### config.mk
export PLATFORM = sky130hd
export DESIGN_NAME = lsu_req_queue
export DESIGN_NICKNAME = d
export VERILOG_FILES = /design/src/rtl/lsu_req_queue.sv
export SDC_FILE = /design/constraint.sdc
export NUM_CORES = 1
export LEC_CHECK = 0
export ABC_AREA = 0
export BUFFER_PORTS_ARGS = -buffer_cell sky130_fd_sc_hd__buf_4
export CORE_ASPECT_RATIO = 0.9
export CORE_MARGIN = 2
export CORE_UTILIZATION = 35
export DETAILED_ROUTE_END_ITERATION = 16
export PLACE_DENSITY = 0.61
export SYNTH_ARGS = -nofsm -noshare
export SYNTH_HDL_FRONTEND = slang
export SYNTH_SLANG_ARGS = --single-unit
### constraint.sdc
create_clock -name clk -period 5.42 [get_ports clk]
set_input_delay 1.084 -clock clk [delete_from_list [all_inputs] [get_ports clk]]
set_output_delay 1.084 -clock clk [all_outputs]
set_load 0.01 [all_outputs]
### src/rtl/lsu_req_queue.sv
`default_nettype none
// ============================================================================
// Module      : lsu_req_queue
// Description : In-order load/store request queue between execute and a
//               data-SRAM-like bus. Formats load data, answers misaligned
//               accesses locally (ALE) and discards returns of flushed ops.
// Revision    : 1.0 - initial release
// ============================================================================
module lsu_req_queue #(
    parameter int DATA_W = 32,
    parameter int DEPTH  = 4,
    parameter int TAG_W  = 37
) (
    input  logic                clk,
    input  logic                resetn,
    input  logic                in_valid,
    output logic                in_ready,
    input  logic                in_store,
    input  logic [1:0]          in_size,
    input  logic                in_unsigned,
    input  logic [31:0]         in_addr,
    input  logic [DATA_W-1:0]   in_wdata,
    input  logic [TAG_W-1:0]    in_tag,
    input  logic                flush,
    output logic                data_sram_req,
    output logic                data_sram_wr,
    output logic [1:0]          data_sram_size,
    output logic [31:0]         data_sram_addr,
    output logic [DATA_W/8-1:0] data_sram_wstrb,
    output logic [DATA_W-1:0]   data_sram_wdata,
    input  logic                data_sram_addr_ok,
    input  logic                data_sram_data_ok,
    input  logic [DATA_W-1:0]   data_sram_rdata,
    output logic                resp_valid,
    input  logic                resp_ready,
    output logic [DATA_W-1:0]   resp_data,
    output logic                resp_ale,
    output logic [31:0]         resp_addr,
    output logic [TAG_W-1:0]    resp_tag
);
    localparam int AW = $clog2(DEPTH);
    localparam int PW = AW + 1;
    localparam int SB = DATA_W / 8;
    localparam int OW = $clog2(SB);
    localparam logic [PW:0] c_DEPTH = (PW+1)'(DEPTH);

    // Queue storage
    logic              r_store [DEPTH];
    logic [1:0]        r_size  [DEPTH];
    logic              r_uns   [DEPTH];
    logic [31:0]       r_addr  [DEPTH];
    logic [TAG_W-1:0]  r_tag   [DEPTH];
    logic              r_ale   [DEPTH];
    logic              r_done  [DEPTH];
    logic [DATA_W-1:0] r_data  [DEPTH];

    // Pointers carry a wrap bit so full and empty are distinguishable
    logic [PW-1:0] r_wr, r_dn, r_rd, r_discard;

    logic [PW-1:0]     w_count, w_pending;
    logic [PW:0]       w_occ;
    logic              w_space, w_mis, w_pop, w_fill;
    logic [AW-1:0]     w_wr_idx, w_dn_idx, w_rd_idx;
    logic [SB-1:0]     w_szmask;
    logic [OW-1:0]     w_off;
    logic [DATA_W-1:0] w_shift, w_mask, w_fmt;
    logic              w_sign;

    assign w_count   = r_wr - r_rd;
    assign w_pending = r_wr - r_dn;
    // Entries still owed a discarded return count against capacity
    assign w_occ     = {1'b0, w_count} + {1'b0, r_discard};
    assign w_space   = (w_occ < c_DEPTH);
    assign w_wr_idx  = r_wr[AW-1:0];
    assign w_dn_idx  = r_dn[AW-1:0];
    assign w_rd_idx  = r_rd[AW-1:0];

    // Alignment check; a dword on a 32-bit bus can never be aligned
    always_comb begin
        w_mis = 1'b0;
        case (in_size)
            2'd0:    w_mis = 1'b0;
            2'd1:    w_mis = in_addr[0];
            2'd2:    w_mis = |in_addr[1:0];
            default: w_mis = (DATA_W == 32) ? 1'b1 : |in_addr[2:0];
        endcase
    end

    // Bus request side: combinational from the execute-stage op
    assign data_sram_req  = resetn & in_valid & ~w_mis & w_space & ~flush;
    assign in_ready       = resetn & (w_mis ? (in_valid & ~flush & (w_count == '0) & (r_discard == '0))
                                            : (data_sram_req & data_sram_addr_ok));
    assign data_sram_size = in_size;
    assign data_sram_addr = in_addr;
    assign data_sram_wr   = |data_sram_wstrb;

    // Byte enables and lane-replicated store data
    always_comb begin
        w_szmask = '0;
        case (in_size)
            2'd0:    w_szmask = SB'(8'h01);
            2'd1:    w_szmask = SB'(8'h03);
            2'd2:    w_szmask = SB'(8'h0F);
            default: w_szmask = SB'(8'hFF);
        endcase
        data_sram_wstrb = (in_store & ~w_mis) ? (w_szmask << in_addr[OW-1:0]) : '0;
        case (in_size)
            2'd0:    data_sram_wdata = {SB{in_wdata[7:0]}};
            2'd1:    data_sram_wdata = {(SB/2){in_wdata[15:0]}};
            2'd2:    data_sram_wdata = {(SB/4){in_wdata[31:0]}};
            default: data_sram_wdata = in_wdata;
        endcase
    end

    // Load formatting for the entry awaiting data: align, mask, extend
    always_comb begin
        w_off   = r_addr[w_dn_idx][OW-1:0];
        w_shift = data_sram_rdata >> {w_off, 3'b000};
        w_mask  = '1;
        w_sign  = 1'b0;
        case (r_size[w_dn_idx])
            2'd0:    begin w_mask = DATA_W'(8'hFF);        w_sign = w_shift[7];  end
            2'd1:    begin w_mask = DATA_W'(16'hFFFF);     w_sign = w_shift[15]; end
            2'd2:    begin w_mask = DATA_W'(32'hFFFF_FFFF); w_sign = w_shift[31]; end
            default: begin w_mask = '1;                    w_sign = 1'b0;        end
        endcase
        w_fmt = (w_shift & w_mask) | ((w_sign & ~r_uns[w_dn_idx]) ? ~w_mask : '0);
        if (r_store[w_dn_idx]) begin
            w_fmt = '0;
        end
    end

    assign w_fill     = data_sram_data_ok & (r_discard == '0);
    assign resp_valid = r_done[w_rd_idx] & (w_count != '0) & ~flush;
    assign w_pop      = resp_valid & resp_ready;
    assign resp_data  = r_data[w_rd_idx];
    assign resp_ale   = r_ale[w_rd_idx];
    assign resp_addr  = r_addr[w_rd_idx];
    assign resp_tag   = r_tag[w_rd_idx];

    // Pointer and discard-counter update; flush empties the queue at wr
    always_ff @(posedge clk or negedge resetn) begin
        if (!resetn) begin
            r_wr      <= '0;
            r_dn      <= '0;
            r_rd      <= '0;
            r_discard <= '0;
        end else if (flush) begin
            r_discard <= PW'(({1'b0, r_discard} + {1'b0, w_pending}) - (PW+1)'(data_sram_data_ok));
            r_dn      <= r_wr;
            r_rd      <= r_wr;
        end else begin
            if (in_ready) begin
                r_wr <= r_wr + 1'b1;
            end
            if (in_ready && w_mis) begin
                r_dn <= r_wr + 1'b1;
            end else if (w_fill) begin
                r_dn <= r_dn + 1'b1;
            end
            if (data_sram_data_ok && (r_discard != '0)) begin
                r_discard <= r_discard - 1'b1;
            end
            if (w_pop) begin
                r_rd <= r_rd + 1'b1;
            end
        end
    end

    // Entry fields: completion at dn, allocation at wr (allocation wins)
    always_ff @(posedge clk or negedge resetn) begin
        if (!resetn) begin
            for (int i = 0; i < DEPTH; i++) begin
                r_store[i] <= 1'b0;
                r_size[i]  <= '0;
                r_uns[i]   <= 1'b0;
                r_addr[i]  <= '0;
                r_tag[i]   <= '0;
                r_ale[i]   <= 1'b0;
                r_done[i]  <= 1'b0;
                r_data[i]  <= '0;
            end
        end else begin
            if (w_fill) begin
                r_done[w_dn_idx] <= 1'b1;
                r_data[w_dn_idx] <= w_fmt;
            end
            if (in_ready) begin
                r_store[w_wr_idx] <= in_store;
                r_size[w_wr_idx]  <= in_size;
                r_uns[w_wr_idx]   <= in_unsigned;
                r_addr[w_wr_idx]  <= in_addr;
                r_tag[w_wr_idx]   <= in_tag;
                r_ale[w_wr_idx]   <= w_mis;
                r_done[w_wr_idx]  <= w_mis;
                r_data[w_wr_idx]  <= '0;
            end
        end
    end

`ifndef SYNTHESIS
    // A return with nothing outstanding and nothing owed is a bus protocol error
    always_ff @(posedge clk) begin
        if (resetn) begin
            assert (!(data_sram_data_ok && (w_pending == '0) && (r_discard == '0)));
        end
    end
`endif

endmodule
`default_nettype wire
### After elaboration in Yosys (flattened, before gate mapping)

Cells that the tools add are included.

| storage, ports and cells | value |
|---|---|
| register bits after elaboration | 440 |
| input bits | 144 |
| output and inout port bits | 176 |
| logic and storage cells | 167 |

| cells by class | value |
|---|---|
| add/sub/neg operators | 9 |
| shift operators | 2 |
| eq/ne operators | 4 |
| muxes and demuxes | 67 |
| bitwise logic cells | 27 |
| reductions and logical operators | 16 |
| order comparisons | 6 |

Operator list:

| cell | count |
|---|---|
| $bwmux W128 | 2 |
| $mux W128 | 2 |
| $mux W32 | 8 |
| $bmux W32 S2 | 3 |
| $bwmux W148 | 1 |
| $and A128 B128 Y128 | 1 |
| $demux W32 S2 | 2 |
| $not A128 Y128 | 1 |
| $pmux W32 S2 | 2 |
| $mux W37 | 3 |
| $bmux W37 S2 | 1 |
| $demux W37 S2 | 1 |
| $and A32 B32 Y32 | 1 |
| $not A32 Y32 | 1 |
| $or A32 B32 Y32 | 1 |
| $shr A32 B5 Y32 | 1 |
| $mux W3 | 7 |
| $bwmux W4 | 4 |
| $and A1 B1 Y1 | 15 |
| $mux W4 | 3 |
| $mux W1 | 11 |
| $mux W2 | 5 |
| $add A3 B1 Y3 const B | 3 |
| $ge A3 B3 Y1 const B | 3 |
| other kinds (28) | 49 |

### Depth between registers and ports, before layout

Gate-level depths: netlist of the first run.

| logic depth | value |
|---|---|
| depth in word-level cells | 14 |
| depth in mapped cells | 15 |
| gate-level depth less buffers | 13 |

### Worst setup path before layout of the first run

OpenSTA, ideal clock, no wires.

| timing path | value |
|---|---|
| path kind | register to output |
| from | register r_rd[1] |
| to | output port in_ready |
| path buffers | 4 |
| data required time | 4.336 ns |
| slack | 1.016 ns |
| arrival time | 3.320 ns |
| stages on the path, launching flop included | 13 |
| cells stage by stage | dfrtp_1 -> clkbuf_1 -> clkbuf_1 -> clkbuf_1 -> inv_1 -> fa_1 -> xnor3_1 -> ha_1 -> nor3_1 -> and3b_1 -> buf_1 -> nand2b_1 -> a21oi_1 |

| between the ends | value |
|---|---|
| longest elaborated chain between the ends | 8 |
| elaborated cells on any way between the ends | 11 |
| those cells by class | add/sub: 2; order compare: 1; mux: 1; bitwise: 6; reduce/logical: 1 |

Ends and longest elaborated chain:

| element | RTL line | text |
|---|---|---|
| start: declaration | 58 | `logic [PW-1:0] r_wr, r_dn, r_rd, r_discard;` |
| start signal: assignment | 151 | `r_rd <= r_wr;` |
| start signal: assignment | 165 | `r_rd <= r_rd + 1'b1;` |
| $sub A3 B3 Y3 (*) | 69 | `assign w_count = r_wr - r_rd;` |
| $add A3 B3 Y4 | 72 | `assign w_occ = {1'b0, w_count} + {1'b0, r_discard};` |
| $lt A4 B3 Y1 | 73 | `assign w_space = (w_occ < c_DEPTH);` |
| $and A1 B1 Y1 (2 in a row) | 90 | `assign data_sram_req = resetn & in_valid & ~w_mis & w_space & ~flush;` |
| $and A1 B1 Y1 | 92 | `: (data_sram_req & data_sram_addr_ok));` |
| $mux W1 (*) | 91 | `assign in_ready = resetn & (w_mis ? (in_valid & ~flush & (w_count == '0) & (r_discard == '0))` |
| $and A1 B1 Y1 (*) | 91 |  |
| end: declaration | 17 | `output logic in_ready,` |

Every way passes the cells marked *; elsewhere a longest branch is shown, timed or not.

### Worst setup path after layout of the first run

| timing path | value |
|---|---|
| from | register r_wr[0] |
| to | output port in_ready |

| between the ends | value |
|---|---|
| longest elaborated chain between the ends | 8 |
| elaborated cells on any way between the ends | 11 |
| those cells by class | add/sub: 2; order compare: 1; mux: 1; bitwise: 6; reduce/logical: 1 |

Ends and longest elaborated chain:

| element | RTL line | text |
|---|---|---|
| start: declaration | 58 |  |
| start signal: assignment | 154 | `r_wr <= r_wr + 1'b1;` |
| $sub A3 B3 Y3 (*) | 69 |  |
| $add A3 B3 Y4 | 72 |  |
| $lt A4 B3 Y1 | 73 |  |
| $and A1 B1 Y1 (2 in a row) | 90 |  |
| $and A1 B1 Y1 | 92 |  |
| $mux W1 (*) | 91 |  |
| $and A1 B1 Y1 (*) | 91 |  |

Marks and branches as above.

==> metrics.md, run 1 <==
| Metric | Value |
|---|---|
| Run status | finished clean |
| Starting utilization of the core area | 0.354 |
| Via count of the first global-routing pass | 15.4k |
| Floorplan die height | 240 um |
| Count of different cell masters after synthesis | 52 |
| Remaining number of nets flagged by the antenna check after routing | 0 |
| Number of nets in the final layout | 1989 |
| Fraction of the yosys area taken by sequential cells | 0.509 |
| Number of buffer cells added on primary ports | around 320 |
| Setup Total Neg Slack | 0 ns |
| Critical path class | flop to primary output |
| Worst-path fanout max | 6 |
| Routed vias | approximately 15k |
| Synth Flop Type | dfrtp_1 |
| Setup repair after global routing missed its margin | false |
| Worst clock skew | around 0.020 ns |
| Total number of H-tree levels | 2 |
| Synthesis-stage register bit count | 440 |
| Class of the worst hold path | input port to asynchronous set/reset pin |
| Drt total wl | 58600 um |
| Post_cts resized | 0 |
| Area of the mapped netlist | 21700 sq um |
| Minimum period implied by the final worst setup slack | 4.77 ns |
| Hold buffer count at cts | 0 |
| Number of iterations in the first detailed-routing pass | 6 |
| Filler instances | 5625 |
| Clock latency reported for the late side of the worst-skew pair | roughly 0.6 ns |
| Final count of negative-setup-slack endpoints | 0 |
| Kind of start point of the critical path | flop |
| Number of antenna violations at the first check in global routing | 1 |
| Longest Clk Path Bufs | 3 |
| Cell area reported after detailed placement | 24400 sq um |
| Synth Net Count | 1768 |
| Gr usage total | 0.182 |
| Highest clock rate | about 210 MHz |
| Wire length of the first global-routing pass | 90900 um |
| Average cell area after synthesis | 13.5 sq um |
| Final hold vios | 0 |
| Placeable Area | 61200 sq um |
| Largest net degree at the start of global routing | 185 |
| Required time at the endpoint of the critical path | roughly 4.3 ns |
| Async set or reset register ratio after synthesis | 1.00 |
| Placer congestion estimate | roughly 0.83 |
| Worst IR Drop VDD | 0.000336 V |
| CTS tree | built |
| Synth Warn # | 0 |
| Max-capacitance violation count | 0 |
| Reg clk slew, reported paths | 0.06 ns |
| Highest-count cells in the layout ignoring fill and taps | dfrtp_1, buf_4, mux2_2 |
| Number of DRC markers in iteration 0 | 1091 |
| Type of element capturing the critical path | primary output |
| Leading cell type in the layout, fill and taps excluded | dfrtp_1 |
| Number of cells produced by synthesis | 1604 |
| Leak | approximately 12 nW |
| Post-route clock period utilization | 0.879 |
| Layout overhead on the synthesized area | 19.9% |
| Post-route design area | 26000 sq um |
| Sink Count | 440 |
| Number of placement rows | 86 |
| Post-synth EDFFs | 0 |
| Max-Slew Margin vs Limit | 0.301 |
| Total power density per cell area | 510 nW/um^2 |
| DIE WIDTH | 266 um |
| Transition time at the pin with the least slew margin | 1.05 ns |
| Detail-routed net length per standard cell | ~22 um |
| CTS root buffer | clkbuf_16 |
| DRC errors left | 0 |
| Worst hold slack | 0.489 ns |
| Total Die Area | approximately 64000 sq um |
| Post-detail-place hpwl | about 36000 um |
| Max-slew violation count | 0 |
| Ratio of cells with drive above 1 in the final layout | 0.458 |
| Data arrival time of the critical path | between 3 and 4 ns |
| Congestion Overflow GR | 0 |
| Number of buffers created by CTS | 48 |
| Via/cell ratio | 5.49 |
| Number of post-CTS setup repair buffers | 0 |
| Io pins | between 300 and 400 |
## cell type report
class,count,area [sq um],area share
Sequential cell,440,11000,0.424
Multi-Input combinational cell,966,9640,0.371
Timing Repair Buffer,343,2630,0.101
Clock buffer,71,1440,0.0554
Tap cell,792,991,0.0382
Clock inverter,13,153,0.00588
Inverter,26,97.6,0.00376
Antenna cell,1,2.50,0.0000964
## per-layer routing
layer,up-vias,global-route usage,wire length (um)
met1,7678,0.236,24500
met3,82,0.0454,4630
met5,-,0,11
met4,2,0.0403,957
met2,486,0.307,28500
li1,6323,-,-
## synthesized netlist by cell type (all sizes together), types with 8 or more instances
cell type | instances | area (sq um)
nand2 | 37 | 144
o221a | 8 | 90.1
and3 | 8 | 50.1
nor3 | 8 | 40.0
ha | 15 | 188
dfrtp | 440 | 11000
mux2 | 313 | 3590
a21oi | 101 | 505
a22o | 8 | 70.1
inv | 26 | 97.6
o21ai | 106 | 531
mux4 | 117 | 2640
xnor2 | 9 | 78.8
mux2i | 33 | 334
nand3 | 69 | 345
clkbuf | 50 | 188
nor2 | 45 | 176
buf | 122 | 753
nand2b | 11 | 68.8
o31ai | 32 | 240
## worst max-delay path: stages (launching register included)
cell,delay [ns]
dfrtp_1,0.44
inv_1,0.19
ha_1,0.18
inv_1,0.05
fa_1,0.36
xnor3_1,0.30
ha_1,0.26
nor3_1,0.20
and3b_1,0.47
nand2b_1,0.10
a21oi_1,0.35
buf_4,0.20
## cells by family after synthesis
group,synth area share
XOR/XNOR,0.00589
adder cells (fa/ha/maj),0.0133
buffers and inverters,0.0480
AO/OA/AOI/OAI,0.0761
AND/OR/NAND/NOR,0.0452
flip-flops,0.509
multiplexers,0.303
## flip-flops by register name (all words and copies together) (netlist names)
| name | cells |
|---|---|
| r_tag | 148 |
| r_addr | 128 |
| r_data | 128 |
| r_size | 8 |
| r_ale | 4 |
| r_done | 4 |
| r_store | 4 |
| r_uns | 4 |
| r_discard | 3 |
| r_dn | 3 |
| r_rd | 3 |
| r_wr | 3 |
## path summary, 6_finish.rpt
path                                        start                      to  slack (ns)  cells past startpoint
max                           r_wr[0]$_DFFE_PN0P_                in_ready        0.65                     11
min                                        resetn  r_addr[24]$_DFFE_PN0P_        0.49                      1
max reg2reg                   r_wr[0]$_DFFE_PN0P_    r_data[15]$_DFF_PN0_        1.60                     12
min reg2reg                r_tag[103]$_DFFE_PN0P_  r_tag[103]$_DFFE_PN0P_        0.49                      1
max in group asynchronous                  resetn   r_tag[19]$_DFFE_PN0P_        2.76                      3
min in group clk           r_tag[103]$_DFFE_PN0P_  r_tag[103]$_DFFE_PN0P_        0.49                      1
## report_power, final
group	leakage (nW)	total [W]	internal, W	switching (W)
clock network	0.778	0.00330	0.00193	0.00137
logic	5.73	0.00509	0.00250	0.00259
registers	5.89	0.00486	0.00430	0.000566
## metrics by stage
step | power (W) | utilization | instances | setup slack [ns]
3_5_place_dp | 0.0100 | 0.398 | 2567 | 1.26
5_1_grt | 0.0140 | 0.424 | 2651 | 0.409
2_1_floorplan | 0.00815 | - | 1604 | 1.02
4_1_cts | 0.0134 | 0.424 | 2651 | 0.617
6_report | 0.0133 | 0.424 | 2652 | 0.653
3_3_place_gp | 0.00986 | 0.398 | 2567 | 1.30
(Power assumes the default switching activity.)
==> inputs of run 2 (changes only) <==
==> constraint.sdc (replaced) <==
create_clock -name clk -period 5.42 [get_ports clk]
set_input_delay 0.542 -clock clk [delete_from_list [all_inputs] [get_ports clk]]
set_output_delay 0.542 -clock clk [all_outputs]
set_load 0.01 [all_outputs]
==> run 2 against run 1 <==
Global-route usage grew 0.086 points. Register-to-register slack lost 0.14 ns. Critical path depth is the same. Wire length shrank 0.42%. Total power grew 0.72%. Sequential share of layout area shrank 0.084 points. Core utilization grew 0.084 points. Largest power group unchanged. Highest routed layer unchanged.
==> metrics.md, run 2 (same netlist as run 1, synthesis figures left out) <==
| Metric | Value |
|---|---|
| Detail-routed net length per standard cell | 22.0 um (-0.53%) |
| DRC errors left | 0 (unchanged) |
| R2r startpoint | r_wr[0]$_DFFE_PN0P_ |
| Via count of the first global-routing pass | 15.5k (+0.58%) |
| Setup repair after global routing missed its margin | false |
| Max-Slew Margin vs Limit | 0.316 (+0.0147) |
| Ratio of cells with drive above 1 in the final layout | 0.457 (-0.00103) |
| Number of iterations in the first detailed-routing pass | 7 (+1) |
| Io pins | 320 (unchanged) |
| Fraction of power consumed by sequential logic | 0.364 (-0.003) |
| Run status | finished clean |
| Placeable Area | 61200 sq um (unchanged) |
| Sink Count | 440 (unchanged) |
| Clock latency reported for the late side of the worst-skew pair | 0.59 ns (about the same) |
| Type of element capturing the critical path | primary output |
| Layout overhead on the synthesized area | 20.2% |
| Clock network fraction of design power | 0.252 (+0.003) |
| Number of buffer cells added on primary ports | 319 (unchanged) |
| Max-capacitance violation count | 0 (unchanged) |
| Worst clock skew | 0.0145 ns (-0.00596 ns) |
| Worst setup slack after layout | 1.20 ns (+0.546 ns) |
| Hold Crit Start | in_tag[28] |
| Starting utilization of the core area | 0.354 (unchanged) |
| Switching Fraction | 0.340 (-0.00181) |
| Internal power | 0.00881 W (+1.0%) |
| Total power density per cell area | 513 nW/um^2 (+0.52%) |
| Number of DRC markers in iteration 0 | 1192 (+9.3%) |
| Worst-path fanout max | 6 (unchanged) |
| Reg clk slew, reported paths | 0.06 ns (about the same) |
| Longest Clk Path Bufs | 3 (unchanged) |
| Floorplan die height | 240 um (unchanged) |
| Worst Reg2Reg Path Length in Cells | 11 (-1) |
| Part of the power in combinational logic | 0.384 (about the same) |
| Via/cell ratio | 5.44 (-0.92%) |
| Number of post-CTS setup repair buffers | 0 (unchanged) |
| Kind of start point of the critical path | flop |
| Net Switching | 0.00454 W (+0.19%) |
| Largest register by flop count | r_tag |
| Post-detail-place hpwl | 36400 um (+0.66%) |
| Post_cts resized | 0 (unchanged) |
| Max-slew violation count | 0 (unchanged) |
| Number of flip-flops in the largest register | 148 (unchanged) |
| Critical path class | flop to primary output |
| Total Die Area | 63900 sq um (unchanged) |
| Required time at the endpoint of the critical path | 4.88 ns (+0.54 ns) |
| Transition time at the pin with the least slew margin | 1.02 ns (-0.0220 ns) |
| Number of antenna violations at the first check in global routing | 5 (+4) |
| Critical register-to-register path endpoint | r_data[104]$_DFF_PN0_ |
| Gr usage total | 0.183 (+0.000862) |
| Routed vias | 14.5k (-0.81%) |
| Wire length of the first global-routing pass | 91000 um (+0.14%) |
| Worst IR Drop VDD | 0.000224 V (-33%) |
| Highest clock rate | 237 MHz (+13%) |
| Worst hold slack | 0.198 ns (-0.291 ns) |
| Number of buffers created by CTS | 47 (-2.1%) |
| Endpoint of the worst hold-timing path | r_tag[102]$_DFFE_PN0P_ |
| Setup Total Neg Slack | 0 ns (unchanged) |
| Leak | 12.4 nW (+0.23%) |
| Data arrival time of the critical path | 3.68 ns (about the same) |
| Minimum period implied by the final worst setup slack | 4.22 ns (-0.546 ns) |
| Highest-count cells in the layout ignoring fill and taps | dfrtp_1, buf_4, mux2_2 |
| Final count of negative-setup-slack endpoints | 0 (unchanged) |
| Class of the worst hold path | input port to flop |
| Top Registers | r_tag: 148 flops, r_addr: 128 flops, r_data: 128 flops |
| Placer congestion estimate | 0.815 (-2.1%) |
| Final hold vios | 0 (unchanged) |
| Largest net degree at the start of global routing | 170 (-8.1%) |
| Remaining number of nets flagged by the antenna check after routing | 0 (unchanged) |
| Drt total wl | 58400 um (-0.42%) |
| Number of nets in the final layout | 1989 (unchanged) |
| Post-route total power | 0.0134 W (+0.72%) |
| Slack of the worst reg-to-reg path | 1.46 ns (-0.14 ns) |
| Cell depth of the worst hold path | 2 |
| Post-placement setup slack | 1.43 ns (+0.168 ns) |
| Total number of H-tree levels | 2 (unchanged) |
| Post-route clock period utilization | 0.779 (-0.101) |
| CTS tree | built |
| DIE WIDTH | 266 um (unchanged) |
| Number of placement rows | 86 (unchanged) |
| CTS root buffer | clkbuf_16 |
| Leading cell type in the layout, fill and taps excluded | dfrtp_1 |
| Congestion Overflow GR | 0 (unchanged) |
run 2: changes by cell type in the layout (fill, tap and decap cells not counted), moves of 2 or more:
cell and delta:
clkbuf_8 -4, clkinv_2 +2, bufinv_16 +3, clkinvlp_4 -2
clkbuf_1 +2
run 2: per-layer routing:
| metal | global-route usage | vias up | part of all wire | routed length, um |
|---|---|---|---|---|
| li1 | - | 6337 | - | - |
| met3 | 0.0557 | 97 | 0.084 | 4890 |
| met2 | 0.290 | 520 | 0.47 | 27300 |
| met1 | 0.240 | 7495 | 0.43 | 25000 |
| met4 | 0.0565 | 4 | 0.021 | 1250 |
| met5 | 0 | - | 0.00051 | 30 |
run 2: layout make-up:
class	count	area, sq um
Fill cell	5597	35200
Clock inverter	16	226
Sequential cell	440	11000
Antenna cell	2	5.00
Inverter	26	97.6
Clock buffer	69	1390
Timing Repair Buffer	344	2660
Tap cell	792	991
Multi-Input combinational cell	966	9640
run 2: power by group through the flow:
stage	sequential, W	combinational [W]	clock, W
floorplan	0.00467	0.00348	0
global route	0.00497	0.00557	0.00359
global placement	0.00484	0.00504	0
CTS	0.00485	0.00517	0.00346
detailed placement	0.00490	0.00515	0
finish	0.00486	0.00512	0.00337
run 2: worst max-delay path by stage:
stage,start,to,cells past startpoint
final,r_wr[0]$_DFFE_PN0P_,in_ready,11
after global routing,r_wr[0]$_DFFE_PN0P_,in_ready,11
after CTS,r_wr[0]$_DFFE_PN0P_,in_ready,11
after detailed placement,r_wr[0]$_DFFE_PN0P_,r_data[110]$_DFF_PN0_,11
after global placement,r_wr[0]$_DFFE_PN0P_,r_data[105]$_DFF_PN0_,11
after floorplan,r_rd[1]$_DFFE_PN0P_,in_ready,12
run 2: critical path, stage by stage, from the launching register on:
cell,delay [ns]
dfrtp_1,0.45
inv_1,0.18
ha_1,0.17
inv_1,0.05
fa_1,0.36
xnor3_1,0.30
ha_1,0.26
nor3_1,0.18
and3b_1,0.47
nand2b_1,0.11
a21oi_1,0.37
buf_4,0.20
run 2: stage by stage:
| stage | utilization | cell area, sq um | cells |
|---|---|---|---|
| after floorplan | - | 21700 | 1604 |
| after global placement | 0.398 | 24400 | 2567 |
| after detailed placement | 0.398 | 24400 | 2567 |
| after CTS | 0.425 | 26000 | 2653 |
| after global routing | 0.425 | 26000 | 2653 |
| final | 0.425 | 26000 | 2655 |
run 2: repair_timing:
item | in CTS | in global routing
hold buffers | 1 | 0
setup endpoints to repair | 0 | 0
hold endpoints to repair | 61 | 0
==> inputs of run 3 (changes only) <==
- ABC_AREA: 0 -> 1
- PLACE_DENSITY: 0.61 -> 0.63
- clock period: 5.42 -> 3.7 ns (I/O delays scaled with it)
==> run 3 against run 2 <==
Die area is 1.2% higher. Total power is 92% higher. Combinational power increased by 140%. Sequential share of layout area fell by 0.56 points. Hold slack got worse by 0.15 ns. Clock-buffer cell count grew 3. Setup slack worse by 0.98 ns. Register-to-register slack worse by 1.1 ns. Clock skew up 0.0053 ns. Sequential cell count unchanged. Critical path type unchanged.
==> metrics.md, run 3 <==
| Metric | Value |
|---|---|
| Run status | finished clean |
| Total number of H-tree levels | 2 (unchanged) |
| Synth Warn # | 0 (unchanged) |
| Wire length of the first global-routing pass | 102000 um (+12%) |
| Number of buffers created by CTS | 50 (+6.4%) |
| Leading cell type in the layout, fill and taps excluded | nand2_1 |
| Worst IR Drop VDD | 0.000529 V (+140%) |
| Slack of the worst reg-to-reg path | 0.39 ns (-1.07 ns) |
| Most Frequent Cell on Critical Path | buf_4 |
| Ratio of cells with drive above 1 in the final layout | 0.200 (-0.257) |
| Class of the worst hold path | input port to flop |
| Leak | 13.0 nW (+4.5%) |
| Synth cell count leaders | nand2_1, dfrtp_1, o21ai_1, nor2_1, o21ai_0 |
| Total power density per cell area | 971 nW/um^2 (+89%) |
| Maximum cell stage delay along the critical path | 0.72 ns (+0.25 ns) |
| Floorplan die height | 241 um (+0.58%) |
| Endpoint of the worst hold-timing path | r_rd[1]$_DFFE_PN0P_ |
| Highest clock rate | 287 MHz |
| Transition time at the pin with the least slew margin | 0.965 ns (-0.0603 ns) |
| Placer congestion estimate | 0.838 (+2.8%) |
| Longest Clk Path Bufs | 3 (unchanged) |
| Number of nets in the final layout | 3046 (+53%) |
| Max-Slew Margin vs Limit | 0.357 (+0.0410) |
| Number of buffers and inverters on the critical path | 3 (unchanged) |
| Largest register by flop count | r_tag |
| Via/cell ratio | 5.09 (-6.5%) |
| Dominant combinational cell family by area after synthesis | compound AO/OA/AOI/OAI gates |
| Routed vias | 19.1k (+32%) |
| Area share of xor/xnor cells in the synthesized design | 0.00400 (-0.00190) |
| Fraction of power consumed by sequential logic | 0.315 (-0.049) |
| Cell depth of the worst hold path | 3 (+1) |
| Setup Total Neg Slack | 0 ns (unchanged) |
| Number of cells in the design after placement | 3660 (+43%) |
| Cell type contributing the most total cell area after synthesis | dfrtp_1 |
| DIE WIDTH | 268 um (+0.58%) |
| Max-slew violation count | 0 (unchanged) |
| Worst clock skew | 0.0198 ns (+0.00532 ns) |
| Async set or reset register ratio after synthesis | 1.00 (unchanged) |
| Synthesis-stage register bit count | 440 (unchanged) |
| Worst setup slack after layout | 0.216 ns (-0.983 ns) |
| Inserted Diodes | 0 (-2) |
| Net Switching | 0.0107 W (+140%) |
| Cell area reported after detailed placement | 24500 sq um (+0.63%) |
| Worst Reg2Reg Path Length in Cells | 17 (+6) |
| Detail-routed net length per standard cell | 17.0 um (-23%) |
| Type of element capturing the critical path | primary output |
| Max-capacitance violation count | 0 (unchanged) |
| Area taken by flip-flops and latches | 11000 sq um (about the same) |
| Footprint of the multi-input gates | 9150 sq um (-5.1%) |
| Number of placement rows | 86 (unchanged) |
| Count leader, synth | nand2_1 |
| Largest net degree at the start of global routing | 174 (+2.4%) |
| Number of flip-flops in the largest register | 148 (unchanged) |
| Average cell area after synthesis | 8.08 sq um (-40%) |
| Cell type of the slowest stage on the worst timing path | buf_4 |
| Area share of the largest cell type after synthesis | 0.503 (-0.00595) |
| Fraction of the yosys area taken by sequential cells | 0.503 (-0.00595) |
| Remaining number of nets flagged by the antenna check after routing | 0 (unchanged) |
| Clock network fraction of design power | 0.207 (-0.045) |
| Count of different cell masters after synthesis | 43 (-17%) |
| Number of cells produced by synthesis | 2711 (+69%) |
| Filler instances | 6323 (+13%) |
| Synth Net Count | 2875 (+63%) |
| Number of antenna violations at the first check in global routing | 0 (-5) |
| CTS root buffer | clkbuf_16 |
| Number of iterations in the first detailed-routing pass | 6 (-1) |
| DRC errors left | 0 (unchanged) |
| Starting utilization of the core area | 0.356 (+0.00231) |
| Proportion of synthesized area in mux cells | 0 (-0.303) |
| Adder-cell share of the synthesized area | 0.0131 (-0.000156) |
| Reg clk slew, reported paths | 0.06 ns (about the same) |
| Drt total wl | 64000 um (+9.6%) |
| Non-filler cells, final | 3759 (+42%) |
| Crit path cell chain | buf_12, buf_4, o21ai_0, o22ai_1, buf_4 |
| Largest delay share family, worst path | buffers and inverters |
| Top Registers | r_tag: 148 flops, r_addr: 128 flops, r_data: 128 flops |
| Gr usage total | 0.196 (+0.0134) |
| Critical path class | flop to primary output |
| Clock latency reported for the late side of the worst-skew pair | 0.60 ns (about the same) |
| Worst-path fanout max | 134 (+128) |
| Post-detail-place hpwl | 39200 um (+7.9%) |
| Part of the power in combinational logic | 0.478 (+0.094) |
| Post-route clock period utilization | 0.942 |
| Setup repair after global routing missed its margin | false |
| Cell types occupying the most area after synthesis | dfrtp_1, nand2_1, o21ai_1 |
| Switching Fraction | 0.417 (+0.0767) |
| Number of DRC markers in iteration 0 | 1588 (+33%) |
| Hold Crit Start | resp_ready |
| CTS tree | built |
| Congestion Overflow GR | 0 (unchanged) |
| Placeable Area | 61500 sq um (+0.53%) |
| Via count of the first global-routing pass | 18.3k (+18%) |
| Fraction of the mapped netlist area in compound gates | 0.204 (+0.128) |
| Post-route design area | 26400 sq um (+1.4%) |
| R2r startpoint | r_wr[0]$_DFFE_PN0P_ |
| Required time at the endpoint of the critical path | 3.33 ns (-1.55 ns) |
| Final count of negative-setup-slack endpoints | 0 (unchanged) |
| Share of synthesized cell area in and, or, nand and nor gates | 0.196 (+0.151) |
| Worst hold slack | 0.0528 ns (-0.145 ns) |
| Io pins | 320 (unchanged) |
| Layout overhead on the synthesized area | 20.4% |
| Synth Flop Type | dfrtp_1 |
| Data arrival time of the critical path | 3.11 ns (-0.57 ns) |
| Final hold vios | 0 (unchanged) |
| Area of the mapped netlist | 21900 sq um (+1.2%) |
| Minimum period implied by the final worst setup slack | around 3.5 ns |
| Kind of start point of the critical path | flop |
| Number of buffer cells added on primary ports | 319 (unchanged) |
| Internal power | 0.0149 W (+70%) |
| Post-placement setup slack | 0.398 ns (-1.03 ns) |
| Critical register-to-register path endpoint | r_tag[91]$_DFFE_PN0P_ |
| Total Die Area | 64600 sq um (+1.2%) |
| Highest-count cells in the layout ignoring fill and taps | nand2_1, dfrtp_1, buf_4 |
| Post-synth EDFFs | 0 (unchanged) |
| Sink Count | 440 (unchanged) |
[run 3: cell type report]
type                       count  share of cell area
clock buffer                  72              0.0559
tap                          836              0.0397
timing repair buffer         360               0.109
multi-input combinational   1892               0.347
sequential                   440               0.418
inverter                     138              0.0202
clock inverter                21              0.0111
[run 3: metal layers]
metal  track usage  part of all wire
met1         0.275              0.46
met2         0.315              0.46
met3        0.0299             0.062
met4        0.0543             0.019
met5             0                 0
[run 3: what timing repair did]
item	in CTS	in global routing
gates resized for setup	2	4
setup endpoints to repair	1	1
buffers inserted	0	5
hold endpoints to repair	64	0
hold buffers	1	0
pin swaps	0	2
[run 3: cell families (layout without fill, tap and decap cells)]
| family | Yosys count | in the layout |
|---|---|---|
| xor gates and xnor gates | 10 | 10 |
| adders and majority gates | 20 | 20 |
| DFF | 440 | 440 |
| buffers and inverters | 379 | 591 |
| and+or+nand+nor | 1012 | 1012 |
| AOI/OAI and AO/OA | 850 | 850 |
[run 3: metrics by stage]
step                power [W]   util
floorplan              0.0160      -
global placement       0.0201  0.399
detailed placement     0.0203  0.399
CTS                    0.0257  0.428
global route           0.0276  0.429
finish                 0.0256  0.429
[run 3: how the worst max path moves through the flow]
stage / from / to / cells after the start
final: r_rd[0]$_DFFE_PN0P_ / resp_tag[14] / 5
after global routing: r_wr[0]$_DFFE_PN0P_ / in_ready / 14
after CTS: r_wr[0]$_DFFE_PN0P_ / in_ready / 14
after detailed placement: r_wr[0]$_DFFE_PN0P_ / r_data[71]$_DFF_PN0_ / 16
after global placement: r_wr[0]$_DFFE_PN0P_ / r_done[2]$_DFF_PN0_ / 16
after floorplan: r_rd[1]$_DFFE_PN0P_ / in_ready / 15
[run 3: worst min-delay path, stage by stage]
cell and delay [ns]:
buf_4 0.09, nand3_1 0.07, o211ai_1 0.08
[run 3: power groups by stage]
stage               sequential (W)  clock (W)  combinational, W
floorplan                  0.00779          0           0.00821
global route               0.00834    0.00563            0.0137
finish                     0.00807    0.00530            0.0123
detailed placement         0.00810          0            0.0122
global placement           0.00809          0            0.0121
CTS                        0.00805    0.00542            0.0123
